`src/rtl/seg_decode_capture.sv`:
```
`default_nettype none
// ============================================================================
// Module      : seg_decode_capture
// Description : Decodes a multiplexed active-low 7-segment bus back to hex
//               nibbles once a pattern is stable, keeps a per-digit image and
//               emits each capture on a one-entry valid/ready port.
//               Optional macro SEG_DECODE_BLANK_EN treats 7'h7F as a legal blank.
// Revision    : 1.0  initial release
// ============================================================================
module seg_decode_capture #(
    parameter int DIGITS        = 4,
    parameter int STABLE_CYCLES = 4
) (
    input  logic                  clk,
    input  logic                  reset,
    input  logic [6:0]            seg,
    input  logic [DIGITS-1:0]     sel,
    input  logic                  clr_flags,
    output logic                  out_valid,
    input  logic                  out_ready,
    output logic [2:0]            out_digit,
    output logic [3:0]            out_value,
    output logic [4*DIGITS-1:0]   image,
    output logic [DIGITS-1:0]     image_vld,
    output logic                  err,
    output logic                  ovf
);

    localparam int               CNT_W      = 8;
    localparam logic [CNT_W-1:0] STABLE_CNT = CNT_W'(STABLE_CYCLES);
`ifdef SEG_DECODE_BLANK_EN
    localparam logic [6:0]       SEG_BLANK  = 7'h7F;
`endif

    typedef enum logic [1:0] {
        ST_IDLE  = 2'd0,
        ST_COUNT = 2'd1,
        ST_HOLD  = 2'd2
    } state_t;

    state_t                state_q, state_d;
    logic [CNT_W-1:0]      cnt_q, cnt_d;
    logic [6:0]            s_seg_q, s_seg_d, p_seg_q, p_seg_d;
    logic [DIGITS-1:0]     s_sel_q, s_sel_d, p_sel_q, p_sel_d;
    logic                  out_valid_q, out_valid_d;
    logic [2:0]            out_digit_q, out_digit_d;
    logic [3:0]            out_value_q, out_value_d;
    logic [4*DIGITS-1:0]   image_q, image_d;
    logic [DIGITS-1:0]     image_vld_q, image_vld_d;
    logic                  err_q, err_d;
    logic                  ovf_q, ovf_d;

    logic                  sel_onehot;
    logic                  changed;
    logic                  capture;
    logic [2:0]            sel_idx;
    logic [4:0]            dec;
    logic                  is_blank;
    logic                  cap_load, cap_err, cap_blank;

    // Returns {legal, nibble} for an active-low segment pattern.
    function automatic logic [4:0] decode_seg(input logic [6:0] p);
        logic [4:0] r;
        case (p)
            7'h40:   r = {1'b1, 4'h0};
            7'h79:   r = {1'b1, 4'h1};
            7'h24:   r = {1'b1, 4'h2};
            7'h30:   r = {1'b1, 4'h3};
            7'h19:   r = {1'b1, 4'h4};
            7'h12:   r = {1'b1, 4'h5};
            7'h02:   r = {1'b1, 4'h6};
            7'h78:   r = {1'b1, 4'h7};
            7'h00:   r = {1'b1, 4'h8};
            7'h10:   r = {1'b1, 4'h9};
            7'h08:   r = {1'b1, 4'hA};
            7'h03:   r = {1'b1, 4'hB};
            7'h46:   r = {1'b1, 4'hC};
            7'h21:   r = {1'b1, 4'hD};
            7'h06:   r = {1'b1, 4'hE};
            7'h0E:   r = {1'b1, 4'hF};
            default: r = 5'h00;
        endcase
        return r;
    endfunction

    always_comb begin
        s_seg_d    = seg;
        s_sel_d    = sel;
        p_seg_d    = s_seg_q;
        p_sel_d    = s_sel_q;
        sel_onehot = (s_sel_q != '0) && ((s_sel_q & (s_sel_q - 1'b1)) == '0);
        changed    = (s_seg_q != p_seg_q) || (s_sel_q != p_sel_q);
        sel_idx    = 3'd0;
        for (int i = 0; i < DIGITS; i++) begin
            if (s_sel_q[i]) sel_idx = 3'(i);
        end
    end

    always_comb begin
        state_d = state_q;
        cnt_d   = cnt_q;
        capture = 1'b0;
        case (state_q)
            ST_IDLE: begin
                if (sel_onehot) begin
                    state_d = ST_COUNT;
                    cnt_d   = CNT_W'(1);
                end else begin
                    cnt_d   = '0;
                end
            end
            ST_COUNT: begin
                if (!sel_onehot) begin
                    state_d = ST_IDLE;
                    cnt_d   = '0;
                end else if (changed) begin
                    cnt_d   = CNT_W'(1);
                end else begin
                    cnt_d   = cnt_q + CNT_W'(1);
                    if (cnt_d == STABLE_CNT) begin
                        capture = 1'b1;
                        state_d = ST_HOLD;
                    end
                end
            end
            ST_HOLD: begin
                // Only a new (seg, sel) pair re-arms the counter: one capture per dwell.
                if (changed) begin
                    if (sel_onehot) begin
                        state_d = ST_COUNT;
                        cnt_d   = CNT_W'(1);
                    end else begin
                        state_d = ST_IDLE;
                        cnt_d   = '0;
                    end
                end
            end
            default: begin
                state_d = ST_IDLE;
                cnt_d   = '0;
            end
        endcase
    end

    always_comb begin
        dec = decode_seg(s_seg_q);
`ifdef SEG_DECODE_BLANK_EN
        is_blank = (s_seg_q == SEG_BLANK);
`else
        is_blank = 1'b0;
`endif
        cap_load  = capture && dec[4];
        cap_err   = capture && !dec[4] && !is_blank;
        cap_blank = capture && is_blank;

        out_valid_d = out_valid_q;
        out_digit_d = out_digit_q;
        out_value_d = out_value_q;
        image_d     = image_q;
        image_vld_d = image_vld_q;
        err_d       = clr_flags ? 1'b0 : err_q;
        ovf_d       = clr_flags ? 1'b0 : ovf_q;

        if (out_valid_q && out_ready) out_valid_d = 1'b0;

        if (cap_load) begin
            out_valid_d = 1'b1;
            out_digit_d = sel_idx;
            out_value_d = dec[3:0];
            if (out_valid_q && !out_ready) ovf_d = 1'b1;
            for (int i = 0; i < DIGITS; i++) begin
                if (s_sel_q[i]) begin
                    image_d[4*i +: 4] = dec[3:0];
                    image_vld_d[i]    = 1'b1;
                end
            end
        end

        if (cap_err) err_d = 1'b1;

        if (cap_blank) begin
            for (int i = 0; i < DIGITS; i++) begin
                if (s_sel_q[i]) image_vld_d[i] = 1'b0;
            end
        end
    end

    always_ff @(posedge clk or posedge reset) begin
        if (reset) begin
            state_q     <= ST_IDLE;
            cnt_q       <= '0;
            s_seg_q     <= 7'h7F;
            s_sel_q     <= '0;
            p_seg_q     <= 7'h7F;
            p_sel_q     <= '0;
            out_valid_q <= 1'b0;
            out_digit_q <= 3'd0;
            out_value_q <= 4'd0;
            image_q     <= '0;
            image_vld_q <= '0;
            err_q       <= 1'b0;
            ovf_q       <= 1'b0;
        end else begin
            state_q     <= state_d;
            cnt_q       <= cnt_d;
            s_seg_q     <= s_seg_d;
            s_sel_q     <= s_sel_d;
            p_seg_q     <= p_seg_d;
            p_sel_q     <= p_sel_d;
            out_valid_q <= out_valid_d;
            out_digit_q <= out_digit_d;
            out_value_q <= out_value_d;
            image_q     <= image_d;
            image_vld_q <= image_vld_d;
            err_q       <= err_d;
            ovf_q       <= ovf_d;
        end
    end

    assign out_valid = out_valid_q;
    assign out_digit = out_digit_q;
    assign out_value = out_value_q;
    assign image     = image_q;
    assign image_vld = image_vld_q;
    assign err       = err_q;
    assign ovf       = ovf_q;

endmodule
`default_nettype wire

```
`config.mk`:
```
export PLATFORM = sky130hd
export DESIGN_NAME = seg_decode_capture
export DESIGN_NICKNAME = d
export VERILOG_FILES = /design/src/rtl/seg_decode_capture.sv
export SDC_FILE = /design/constraint.sdc
export NUM_CORES = 1
export LEC_CHECK = 0
export CAP_MARGIN = 30
export CORE_MARGIN = 5
export CORE_UTILIZATION = 53
export DETAILED_ROUTE_END_ITERATION = 10
export PLACE_DENSITY = 0.79
export SLEW_MARGIN = 20
export SYNTH_ARGS = -nofsm -noshare
export SYNTH_HDL_FRONTEND = slang
export SYNTH_SLANG_ARGS = --single-unit
```
`constraint.sdc`:
```
create_clock -name clk -period 3.4 [get_ports clk]
set_input_delay 0.68 -clock clk [delete_from_list [all_inputs] [get_ports clk]]
set_output_delay 0.68 -clock clk [all_outputs]
set_load 0.05 [all_outputs]
```
After elaboration in Yosys (flattened, before gate mapping) --
Index checks and enable logic that the tools add are counted.
Cells by class: add/subtract/negate cells 2, equal/unequal tests 24, muxes and demuxes 27, bitwise gates (word level) 1, reductions and logical operators 19
Operators by type and width (count):
- $pmux 5 s16 | 1
- $eq 7x7->1 const B | 4
- $mux 8 | 3
- $pmux 8 s3 | 1
- $eq 7x5->1 const B | 3
- $eq 7x6->1 const B | 3
- $eq 7x2->1 const B | 2
- $eq 7x4->1 const B | 2
- $mux 1 | 14
- $mux 2 | 6
- $add 8x1->8 const B | 1
- $eq 8x3->1 const B | 1
- $reduce_and 2->1 | 4
- $eq 7x3->1 const B | 1
- $logic_not 7->1 | 1
- $ne 7x7->1 | 1
- $ne 3x3->1 const B | 2
- $pmux 2 s3 | 1
- $logic_and 1x1->1 | 5
- $and 4x4->4 | 1
- $logic_not 4->1 | 1
- $ne 2x2->1 const B | 2
- $ne 4x4->1 | 1
- $reduce_and 4->1 | 1
- 9 further kinds | 11
Storage, ports and cells: register bits 62, word-level logic and storage cells 92

Longest topological paths before layout --
Gate-level depths: netlist of the first run.
word-level depth 8, mapped depth 10, depth with buffers taken out 7

Worst setup path after synthesis of the first run --
No wires, ideal clock.
path kind flip-flop to flip-flop, from reg s_seg_q[4], in the netlist p_seg_d[4], to reg image_q[4], in the netlist image[4], data arrival time 2.407 ns, data required time 3.275 ns, setup slack 0.868 ns, stages on the path, launching flop included 11, buffers on the path 4, clock period less this slack 2.532 ns, cells stage by stage dfstp_2 -> buf_6 -> xnor2_2 -> nand4_1 -> or4_1 -> buf_2 -> nor4_4 -> buf_6 -> and3_1 -> buf_6 -> mux2_4
On the way: longest elaborated chain between the ends 7, elaborated cells between the ends (all ways) 24
RTL lines:
- from (decl) | line 43 | logic [6:0] s_seg_q, s_seg_d, p_seg_q, p_seg_d;
- from (signal assigned) | line 206 | s_seg_q <= s_seg_d;
- $ne 7x7->1 | line 92 | changed = (s_seg_q != p_seg_q) || (s_sel_q != p_sel_q);
- $logic_or 1x1->1 | line 92
- $mux 1 | line 116 | end else if (changed) begin
- $mux 1 | line 113 | if (!sel_onehot) begin
- $mux 1 | line 103 | case (state_q)
- $logic_and 1x1->1 | line 152 | cap_load = capture && dec[4];
- $reduce_and 2->1 (no line)
- to (signal assigned) | line 213 | image_q <= image_d;
- to (decl) | line 48 | logic [4*DIGITS-1:0] image_q, image_d;
Several ways; a longest one is shown, not always the timed one. A chain may end at the register's enable or synchronous reset.

Worst setup path in the final report of the first run --
from reg s_seg_q[5], in the netlist p_seg_d[5], to reg image_q[13], in the netlist image[13]
The elaborated chain is that of the path after synthesis.

==> metrics.md, run 1 <==
| Metric | Value |
|---|---|
| Outcome | `finished clean` |
| Synth unique cells | `54` |
| Area fraction of the dominant cell type after synthesis | `40.48%` |
| Synth Area in Simple Gates | `16.19%` |
| Overall power | `1.478 mW` |
| Number of cell rows | `27` |
| Total GRT Usage | `16.74%` |
| Critical path type | `reg -> reg` |
| Final Non-Filler Cells | `363` |
| CP Data Arrival Time | `3180 ps` |
| WP data required | `3620 ps` |
| R2R setup slack | `440 ps` |
| Cells after Synth | `249` |
| Avg Vias per Cell | `5.397` |
| Post-synthesis instance area | `2905 µm²` |
| Post-Synth XOR/XNOR Area | `5.383%` |
| Post-CTS Setup Inserts | `0` |
| Die Y | `84.04 µm` |
| Most Crowded Layer GR | `met2` |
| First-pass GRT wire length | `9390 µm` |
| Startpoint types | `register` |
| Avg Inst Size Synth | `11.67 µm²` |
| Inst Count DP | `347` |
| FF-to-FF path depth | `6` |
| Top cells by count, synth | `47 x dfrtp_1, 15 x o21ai_0, 14 x dfstp_2` |
| Worst path depth | `6` |
| Placed Instance Area | `3309 µm²` |
| Switching pwr | `0.3547 mW` |
| Final antenna diode count | `0` |
| Clock power share | `41.7%` |
| Setup TNS Final | `0 ps` |
| Grt met1 use | `22.58%` |
| Sequential Power Share | `52.8%` |
| Dominant cells by area after synthesis | `dfrtp_1 40%, dfstp_2 13%, mux2_4 4.7%, xnor2_1 3.3%, o21ai_0 2.6%` |
| CP endpoint kind | `register` |
| Critical R2R Launch | `p_seg_d[5]$_DFF_PP1_` |
| CTS tree | `yes` |
| Final setup fails | `0` |
| Largest family of logic cells by synthesized area | `simple AND/OR/NAND/NOR gates` |
| Root buf cell | `clkbuf_8` |
| Final hold violation count | `0` |
| TritonRoute pass-1 iters | `5` |
| Synth Register Bits | `61` |
| DPL Wire Length | `3820 µm` |
| VDD IR-drop max | `0.3065 mV` |
| CP Max Fanout | `15` |
| ANT nets after route | `0` |
| Die extent in x | `84.04 µm` |
| Mapped Nets | `266` |
| Crit path buf inv count | `0` |
| 1st-iter DRT viols | `173` |
| Met2 GRT Util | `25.04%` |
| Grt total ovfl | `0` |
| Worst slew margin | `43.05%` |
| Sequential cell area fraction in the yosys report | `53.14%` |
| Final instance area | `3500 µm²` |
| Yosys warns | `0` |
| Total Wirelength | `5436 µm` |
| Area delta synth->final | `20.46%` |
| Critical path's slowest cell | `dfstp_2` |
| Wire per inst | `14.98 µm` |
| Met3 usage | `5.429%` |
| Initial antenna violation count | `0` |
| Core ar. | `5405 µm²` |
| Area leader, netlist | `dfrtp_1` |
| Port bufs | `43` |
| Worst slew pin tran | `851.6 ps` |
| Placer Congestion | `0.7828` |
| RSZ-0062 raised after global routing | `no` |
| Clock Tree Buf Depth | `2` |
| Layout net count | `303` |
| Most common cell in the synthesized netlist | `dfrtp_1` |
| # hold bufs at CTS | `0` |
| Synth Area in Adders | `0.8613%` |
| Asr flop ratio synth | `100.0%` |
| Skew final | `10.63 ps` |
| CP Launch Point | `p_seg_d[5]$_DFF_PP1_` |
| Crit-path cells | `xnor2_1, nand2_1, or4_1, nor4_4, and3_1, mux2_4` |
| CP top delay family | `simple AND/OR/NAND/NOR gates` |
| Comb power frac | `5.5%` |
| Drt drc | `0` |
| Hold WC Path Type | `reg -> reg` |
| DIE AREA | `7063 µm²` |
| Int Power | `1.123 mW` |
| Top FF cell, synth | `dfrtp_1` |
| Power Dens Cells | `422.3 nW/µm²` |
| Hold Path Origin | `p_seg_d[1]$_DFF_PP1_` |
| Post-CTS sizing | `0` |
| Tcrit/Tclk final | `87.15%` |
| CP max stage delay | `680 ps` |
| Skew-Pair Late Insertion Delay | `340 ps` |
| F_max | `337.5 MHz` |
| Max Slew Vio Count | `0` |
| Leakage | `1.532 nW` |
| Pin count of the biggest net entering global routing | `62` |
| Net Sw Frac | `24.00%` |
| Inserted Clock Buffers | `9` |
| # IOs | `45` |
| Min cycle time layout | `2963 ps` |
| Crit path capture | `image[13]$_DFFE_PP0P_` |
| Compound-gate portion of the synthesized area | `10.21%` |
| Layout cell share with drive strength beyond 1 | `19.93%` |
| Htree depth | `3` |
| Vias in the first global route | `1961` |
| Post-synth EDFFs | `0` |
| R2R Path End | `image[13]$_DFFE_PP0P_` |
| Clk pin slew, worst setup/hold paths | `70 ps` |
| Fillers | `422` |
| Finished Core Util | `64.75%` |
| Post-synthesis mux area share | `8.398%` |
| Vias post-DR | `1959` |
| Sink Count | `61` |
| Max_cap viols | `0` |
| Initial Util | `53.75%` |
-- stage by stage --
| stage | setup slack (ps) | hold slack (ps) |
|---|---|---|
| global route | 226.7 | 473.1 |
| floorplan | 867.6 | 351.9 |
| global placement | 517.0 | 447.1 |
| CTS | 440.0 | 460.2 |
| finish | 436.8 | 460.3 |
| detailed placement | 442.5 | 450.0 |
-- cell usage in the layout (no fill, tap or decap), types with 3 or more instances in the layout --
master           count
dfstp_2             14
and3b_1              4
mux2_4               9
nor3_1               6
nand3_1              9
nor4_1               4
nor2_1               8
mux2i_1              3
clkinv_2             4
o21ai_0             15
xnor2_1             11
a21oi_1              3
nand4_1              5
and3_1               7
inv_1                8
a21o_1               3
o22ai_1              3
clkbuf_8             9
nand2b_1             3
nand2_1             11
nor4b_1              3
mux2_2               4
or2_2                5
xor2_1               5
dfrtp_1             47
mux2_1               3
or4_1                3
clkdlybuf4s50_1     43
a31oi_1              3
or3_1                3
-- worst min-delay path by stage --
stage                                 endpoint  cells past startpoint
after CTS                 p_seg_q[4]$_DFF_PP1_                      0
after floorplan           p_seg_q[6]$_DFF_PP1_                      0
after global routing      p_seg_q[4]$_DFF_PP1_                      0
final                     p_seg_q[1]$_DFF_PP1_                      0
after global placement    p_seg_q[4]$_DFF_PP1_                      0
after detailed placement  p_seg_q[4]$_DFF_PP1_                      0
-- layer usage --
layer,wire length [µm],part of all wire [%]
met5,0,0
met4,74,1.4
met3,300,5.5
met2,2558,47
met1,2502,46
-- final cells by class --
cell class / instances / area, µm² / share of cell area (%)
multi-input cells: 160 / 1196 / 34.18
well taps: 72 / 90.09 / 2.574
repair buffers: 45 / 445.4 / 12.73
flip-flops and latches: 61 / 1544 / 44.12
clock inverters: 7 / 66.31 / 1.895
clock buffers: 9 / 123.9 / 3.540
inverters: 9 / 33.78 / 0.9653
-- cell families (layout without fill, tap and decap cells) --
| family | after synthesis | in the layout |
|---|---|---|
| AND/OR/NAND/NOR | 78 | 78 |
| flip-flops | 61 | 61 |
| AO/OA/AOI/OAI | 43 | 43 |
| buffers and inverters | 28 | 70 |
| multiplexers | 19 | 19 |
| XOR/XNOR | 17 | 17 |
| adder cells (fa/ha/maj) | 2 | 2 |
| other | 1 | 1 |
-- state kept, by name (all words and copies together), names as in the netlist --
signal,flops
cnt_q,8
out_digit,2
out_value,4
p_sel_q,4
p_seg_d,7
image,16
image_vld,4
state_q,2
p_sel_d,4
out_valid,1
err,1
ovf,1
p_seg_q,7
-- power by group through the flow --
stage               combinational [mW]  sequential (mW)  clock (mW)
floorplan                       0.0711            0.773           0
global placement                0.0810            0.791           0
detailed placement              0.0824            0.792           0
CTS                             0.0828            0.779       0.631
global route                    0.0914            0.783       0.668
finish                          0.0813            0.780       0.617
(Power assumes the default switching activity.)
==> run 2, diff against run 1 <==
CORE_MARGIN = 2   (was 5)
==> metrics.md, run 2 (synthesis gave the netlist of run 1 again) <==
| Metric | Value |
|---|---|
| Skew-Pair Late Insertion Delay | `340 ps (about the same)` |
| Number of cell rows | `26 (was 27)` |
| Skew final | `10.37 ps (was 10.63 ps)` |
| Pin count of the biggest net entering global routing | `31 (was 62)` |
| Most frequent cells in the layout | `47 x dfrtp_1, 43 x clkdlybuf4s50_1, 15 x o21ai_0 (unchanged)` |
| CP endpoint kind | `register (unchanged)` |
| VDD IR-drop max | `0.3773 mV (was 0.3065 mV)` |
| Htree depth | `3 (unchanged)` |
| Met2 GRT Util | `31.29% (was 25.04%)` |
| CTS tree | `yes (unchanged)` |
| Inserted Clock Buffers | `9 (unchanged)` |
| Met3 usage | `5.747% (was 5.429%)` |
| Initial antenna violation count | `0 (unchanged)` |
| Power Dens Cells | `440.4 nW/µm² (was 422.3 nW/µm²)` |
| Max_cap viols | `0 (unchanged)` |
| First-pass GRT wire length | `9404 µm (was 9390 µm)` |
| Crit-path cells | `xnor2_1, nand2_1, or4_1, nor4_4, and3_1, mux2_4 (unchanged)` |
| Post-CTS Setup Inserts | `0 (unchanged)` |
| Worst slack, placed | `417.4 ps (was 442.5 ps)` |
| TritonRoute pass-1 iters | `4 (was 5)` |
| Die extent in x | `78.04 µm (was 84.04 µm)` |
| F_max | `327.6 MHz (was 337.5 MHz)` |
| Initial Util | `55.82% (was 53.75%)` |
| Overall power | `1.555 mW (was 1.478 mW)` |
| Clk pin slew, worst setup/hold paths | `70 ps (about the same)` |
| CP top delay family | `simple AND/OR/NAND/NOR gates (unchanged)` |
| Critical path's slowest cell | `dfstp_2 (unchanged)` |
| Root buf cell | `clkbuf_8 (unchanged)` |
| Fillers | `405 (was 422)` |
| Layout net count | `304 (was 303)` |
| Final antenna diode count | `0 (unchanged)` |
| Leakage | `1.551 nW (was 1.532 nW)` |
| RSZ-0062 raised after global routing | `no (unchanged)` |
| Most Crowded Layer GR | `met2 (unchanged)` |
| WP data required | `3620 ps (about the same)` |
| Core ar. | `5205 µm² (was 5405 µm²)` |
| CP max stage delay | `700 ps (was 680 ps)` |
| Final setup fails | `0 (unchanged)` |
| Drt drc | `0 (unchanged)` |
| Die Y | `78.04 µm (was 84.04 µm)` |
| Setup TNS Final | `0 ps (unchanged)` |
| Tcrit/Tclk final | `89.79% (was 87.15%)` |
| Min cycle time layout | `3053 ps (was 2963 ps)` |
| Hold WC Path Type | `reg -> reg (unchanged)` |
| Post-CTS sizing | `0 (unchanged)` |
| Outcome | `finished clean (unchanged)` |
| 1st-iter DRT viols | `72 (was 173)` |
| Final hold violation count | `0 (unchanged)` |
| Wire per inst | `15.48 µm (was 14.98 µm)` |
| Max Slew Vio Count | `0 (unchanged)` |
| Grt total ovfl | `0 (unchanged)` |
| Critical path type | `reg -> reg (unchanged)` |
| Layout cell share with drive strength beyond 1 | `19.86% (was 19.93%)` |
| CP Data Arrival Time | `3280 ps (was 3180 ps)` |
| Commonest non-fill, non-tap cell in the layout | `dfrtp_1 (unchanged)` |
| Worst slew pin tran | `784.3 ps (was 851.6 ps)` |
| Startpoint types | `register (unchanged)` |
| # IOs | `45 (unchanged)` |
| Total GRT Usage | `20.29% (was 16.74%)` |
| Max FFs per register | `16 (unchanged)` |
| Clock Tree Buf Depth | `2 (unchanged)` |
| Total Wirelength | `5604 µm (was 5436 µm)` |
| Port bufs | `43 (unchanged)` |
| Avg Vias per Cell | `5.519 (was 5.397)` |
| CP Max Fanout | `15 (unchanged)` |
| Grt met1 use | `27.36% (was 22.58%)` |
| Crit path buf inv count | `0 (unchanged)` |
| DIE AREA | `6090 µm² (was 7063 µm²)` |
| Vias post-DR | `1998 (was 1959)` |
| Worst setup margin | `347.3 ps (was 436.8 ps)` |
| ANT nets after route | `0 (unchanged)` |
| DPL Wire Length | `3836 µm (was 3820 µm)` |
| Area delta synth->final | `21.53% (was 20.46%)` |
| Placer Congestion | `0.8239 (was 0.7828)` |
| Worst slew margin | `47.55% (was 43.05%)` |
| Finished Core Util | `67.84% (was 64.75%)` |
| Sink Count | `61 (unchanged)` |
| Vias in the first global route | `1892 (was 1961)` |
| # hold bufs at CTS | `0 (unchanged)` |
[run 2: cell count changes in the layout (fill, tap and decap cells not counted), sizes merged]
| cell | change |
|---|---|
| clkinvlp | -1 |
| bufinv | +1 |
| clkinv | -2 |
| clkbuf | +2 |
| buf | +1 |
[run 2: where the power goes]
part | switching [mW] | internal [mW] | leakage (nW)
Sequential | 0.0315 | 0.749 | 0.782
Combinational | 0.0406 | 0.0415 | 0.656
Clock | 0.264 | 0.429 | 0.113
[run 2: routing by layer]
layer | up-vias | share of wire, %
met4 | 0 | 1.4
met1 | 979 | 46
met3 | 7 | 3.8
li1 | 962 | -
met5 | - | 0
met2 | 50 | 48
[run 2: final timing paths]
path	from	end	slack, ps	cells after the start
max	p_seg_d[5]$_DFF_PP1_	image[12]$_DFFE_PP0P_	350	6
min	p_seg_d[4]$_DFF_PP1_	p_seg_q[4]$_DFF_PP1_	460	0
max reg2reg	p_seg_d[5]$_DFF_PP1_	image[12]$_DFFE_PP0P_	350	6
min reg2reg	p_seg_d[4]$_DFF_PP1_	p_seg_q[4]$_DFF_PP1_	460	0
max in group asynchronous	reset	p_seg_q[0]$_DFF_PP1_	1920	3
min in group asynchronous	reset	image[0]$_DFFE_PP0P_	740	2
[run 2: area by class of cell]
type                       instances  area (µm²)  area share, %
sequential                        61        1544          43.73
multi-input combinational        160        1196          33.88
timing repair buffer              46       452.9          12.83
clock buffer                      11       141.4          4.004
tap                               70       87.58          2.481
clock inverter                     5       75.07          2.126
inverter                           9       33.78         0.9568
[run 2: stage by stage]
| stage | hold slack (ps) | instances | area, µm² |
|---|---|---|---|
| after floorplan | 351.9 | 249 | 2905 |
| after global placement | 444.0 | 346 | 3314 |
| after detailed placement | 447.0 | 346 | 3314 |
| after CTS | 457.5 | 362 | 3531 |
| after global routing | 478.9 | 362 | 3531 |
| final | 457.6 | 362 | 3531 |
[run 2: worst reg2reg max path: cells and delay by family, from the launching register on]
kind | cells | cell delay (ps)
simple gates | 4 | 1750
flops | 1 | 700
mux | 1 | 330
xor+xnor | 1 | 160
==> run 3, diff against run 2 <==
CORE_MARGIN = not set   (was 2)
REMOVE_ABC_BUFFERS = 1   (was not set)
==> metrics.md, run 3 (synthesis gave the netlist of run 1 again) <==
| Metric | Value |
|---|---|
| Fillers | `387 (was 405)` |
| TritonRoute pass-1 iters | `4 (unchanged)` |
| CP Data Arrival Time | `3260 ps (was 3280 ps)` |
| Worst slew pin tran | `763.4 ps (was 784.3 ps)` |
| Number of cell rows | `26 (unchanged)` |
| Final hold violation count | `0 (unchanged)` |
| CP max stage delay | `690 ps (was 700 ps)` |
| Setup TNS Final | `0 ps (unchanged)` |
| RSZ-0062 raised after global routing | `no (unchanged)` |
| Commonest non-fill, non-tap cell in the layout | `dfrtp_1 (unchanged)` |
| Final setup fails | `0 (unchanged)` |
| Die Y | `76.04 µm (was 78.04 µm)` |
| Inserted Clock Buffers | `9 (unchanged)` |
| Avg Vias per Cell | `5.537 (was 5.519)` |
| VDD IR-drop max | `0.2981 mV (was 0.3773 mV)` |
| Hold WC Path Type | `reg -> reg (unchanged)` |
| Startpoint types | `register (unchanged)` |
| Area delta synth->final | `21.92% (was 21.53%)` |
| Root buf cell | `clkbuf_8 (unchanged)` |
| Skew final | `4.999 ps (was 10.37 ps)` |
| Worst slew margin | `49.03% (was 47.55%)` |
| Max_cap viols | `0 (unchanged)` |
| F_max | `329.2 MHz (was 327.6 MHz)` |
| Initial antenna violation count | `0 (unchanged)` |
| Outcome | `finished clean (unchanged)` |
| Layout net count | `306 (was 304)` |
| Min cycle time layout | `3038 ps (was 3053 ps)` |
| Vias post-DR | `2010 (was 1998)` |
| Critical path type | `reg -> reg (unchanged)` |
| # hold bufs at CTS | `0 (unchanged)` |
| Die extent in x | `76.04 µm (was 78.04 µm)` |
| CP endpoint kind | `register (unchanged)` |
| Total Wirelength | `5790 µm (was 5604 µm)` |
| CP top delay family | `simple AND/OR/NAND/NOR gates (unchanged)` |
| # IOs | `45 (unchanged)` |
| Critical path's slowest cell | `dfstp_2 (unchanged)` |
| Placed Instance Area | `3329 µm² (was 3314 µm²)` |
| Post-CTS sizing | `0 (unchanged)` |
| Sink Count | `61 (unchanged)` |
| WP data required | `3620 ps (about the same)` |
| CP Max Fanout | `15 (unchanged)` |
| Most frequent cells in the layout | `47 x dfrtp_1, 43 x clkdlybuf4s50_1, 15 x o21ai_0 (unchanged)` |
| 1st-iter DRT viols | `67 (was 72)` |
| Grt total ovfl | `0 (unchanged)` |
| Max Slew Vio Count | `0 (unchanged)` |
| Clock Tree Buf Depth | `2 (unchanged)` |
| Crit-path cells | `xnor2_1, nand2_1, or4_1, nor4_4, and3_1, mux2_4 (unchanged)` |
| Vias in the first global route | `1976 (was 1892)` |
| CTS tree | `yes (unchanged)` |
| First-pass GRT wire length | `9929 µm (was 9404 µm)` |
| ANT nets after route | `0 (unchanged)` |
| Leakage | `1.560 nW (was 1.551 nW)` |
| Inst Count DP | `348 (was 346)` |
| Total GRT Usage | `22.45% (was 20.29%)` |
| Pin count of the biggest net entering global routing | `39 (was 31)` |
| Initial Util | `55.82% (unchanged)` |
| DPL Wire Length | `4022 µm (was 3836 µm)` |
| Wire per inst | `15.95 µm (was 15.48 µm)` |
| Final antenna diode count | `0 (unchanged)` |
| Port bufs | `43 (unchanged)` |
| Htree depth | `3 (unchanged)` |
| Final Non-Filler Cells | `363 (was 362)` |
| Finished Core Util | `68.05% (was 67.84%)` |
| Max FFs per register | `16 (unchanged)` |
| Crit path buf inv count | `0 (unchanged)` |
| Final instance area | `3542 µm² (was 3531 µm²)` |
| Drt drc | `0 (unchanged)` |
| DIE AREA | `5782 µm² (was 6090 µm²)` |
| Clk pin slew, worst setup/hold paths | `70 ps (about the same)` |
| Power Dens Cells | `441.6 nW/µm² (was 440.4 nW/µm²)` |
| Tcrit/Tclk final | `89.36% (was 89.79%)` |
| Core ar. | `5205 µm² (unchanged)` |
| Layout cell share with drive strength beyond 1 | `20.48% (was 19.86%)` |
| Post-CTS Setup Inserts | `0 (unchanged)` |
| Hold Slack | `458.1 ps (was 457.6 ps)` |
| Skew-Pair Late Insertion Delay | `340 ps (about the same)` |
| Placer Congestion | `0.8217 (was 0.8239)` |
## run 3: cell types whose count changed in the layout (fill, tap and decap cells not counted)
cell,before,now
clkbuf_1,1,0
buf_4,3,5
## run 3: final timing paths
path / from / end / slack, ps / depth (start not counted)
setup / recovery: p_seg_d[5]$_DFF_PP1_ / image[6]$_DFFE_PP0P_ / 360 / 6
hold / removal: p_seg_d[4]$_DFF_PP1_ / p_seg_q[4]$_DFF_PP1_ / 460 / 0
setup reg to reg: p_seg_d[5]$_DFF_PP1_ / image[6]$_DFFE_PP0P_ / 360 / 6
hold reg to reg: p_seg_d[4]$_DFF_PP1_ / p_seg_q[4]$_DFF_PP1_ / 460 / 0
max in group asynchronous: reset / p_seg_d[2]$_DFF_PP1_ / 1880 / 3
min in group asynchronous: reset / out_value[3]$_DFFE_PP0P_ / 800 / 2
## run 3: per-layer routing
metal	share of wire, %	up-vias	track usage (%)
met1	47	976	30.33
met5	0	-	0
met2	47	66	33.73
li1	-	961	-
met4	1.1	0	6.923
met3	5.2	7	8.503
## run 3: stage by stage
step	total power, mW	setup WS [ps]
after detailed placement	0.8771	391.4
after global routing	1.626	192.5
after global placement	0.8747	469.7
after floorplan	0.8371	701.0
after CTS	1.581	376.9
final	1.564	361.9
## run 3: layout make-up
type | instances | area, µm² | share of cell area, %
Inverter | 9 | 33.78 | 0.9537
Clock inverter | 5 | 75.07 | 2.119
Timing Repair Buffer | 48 | 467.9 | 13.21
Multi-Input combinational cell | 160 | 1196 | 33.77
Tap cell | 70 | 87.58 | 2.473
Clock buffer | 10 | 137.6 | 3.886
Sequential cell | 61 | 1544 | 43.59
## run 3: where the power goes
part	switching [mW]	total, mW	internal (mW)
logic	0.0436	0.0864	0.0428
clock network	0.276	0.700	0.424
registers	0.0288	0.778	0.749
## run 3: worst register-to-register path: cells and delay by family, from the launching register on
kind	cells	cell delay, ps
muxes	1	330
xor gates and xnor gates	1	180
and+or+nand+nor	4	1730
DFF	1	690
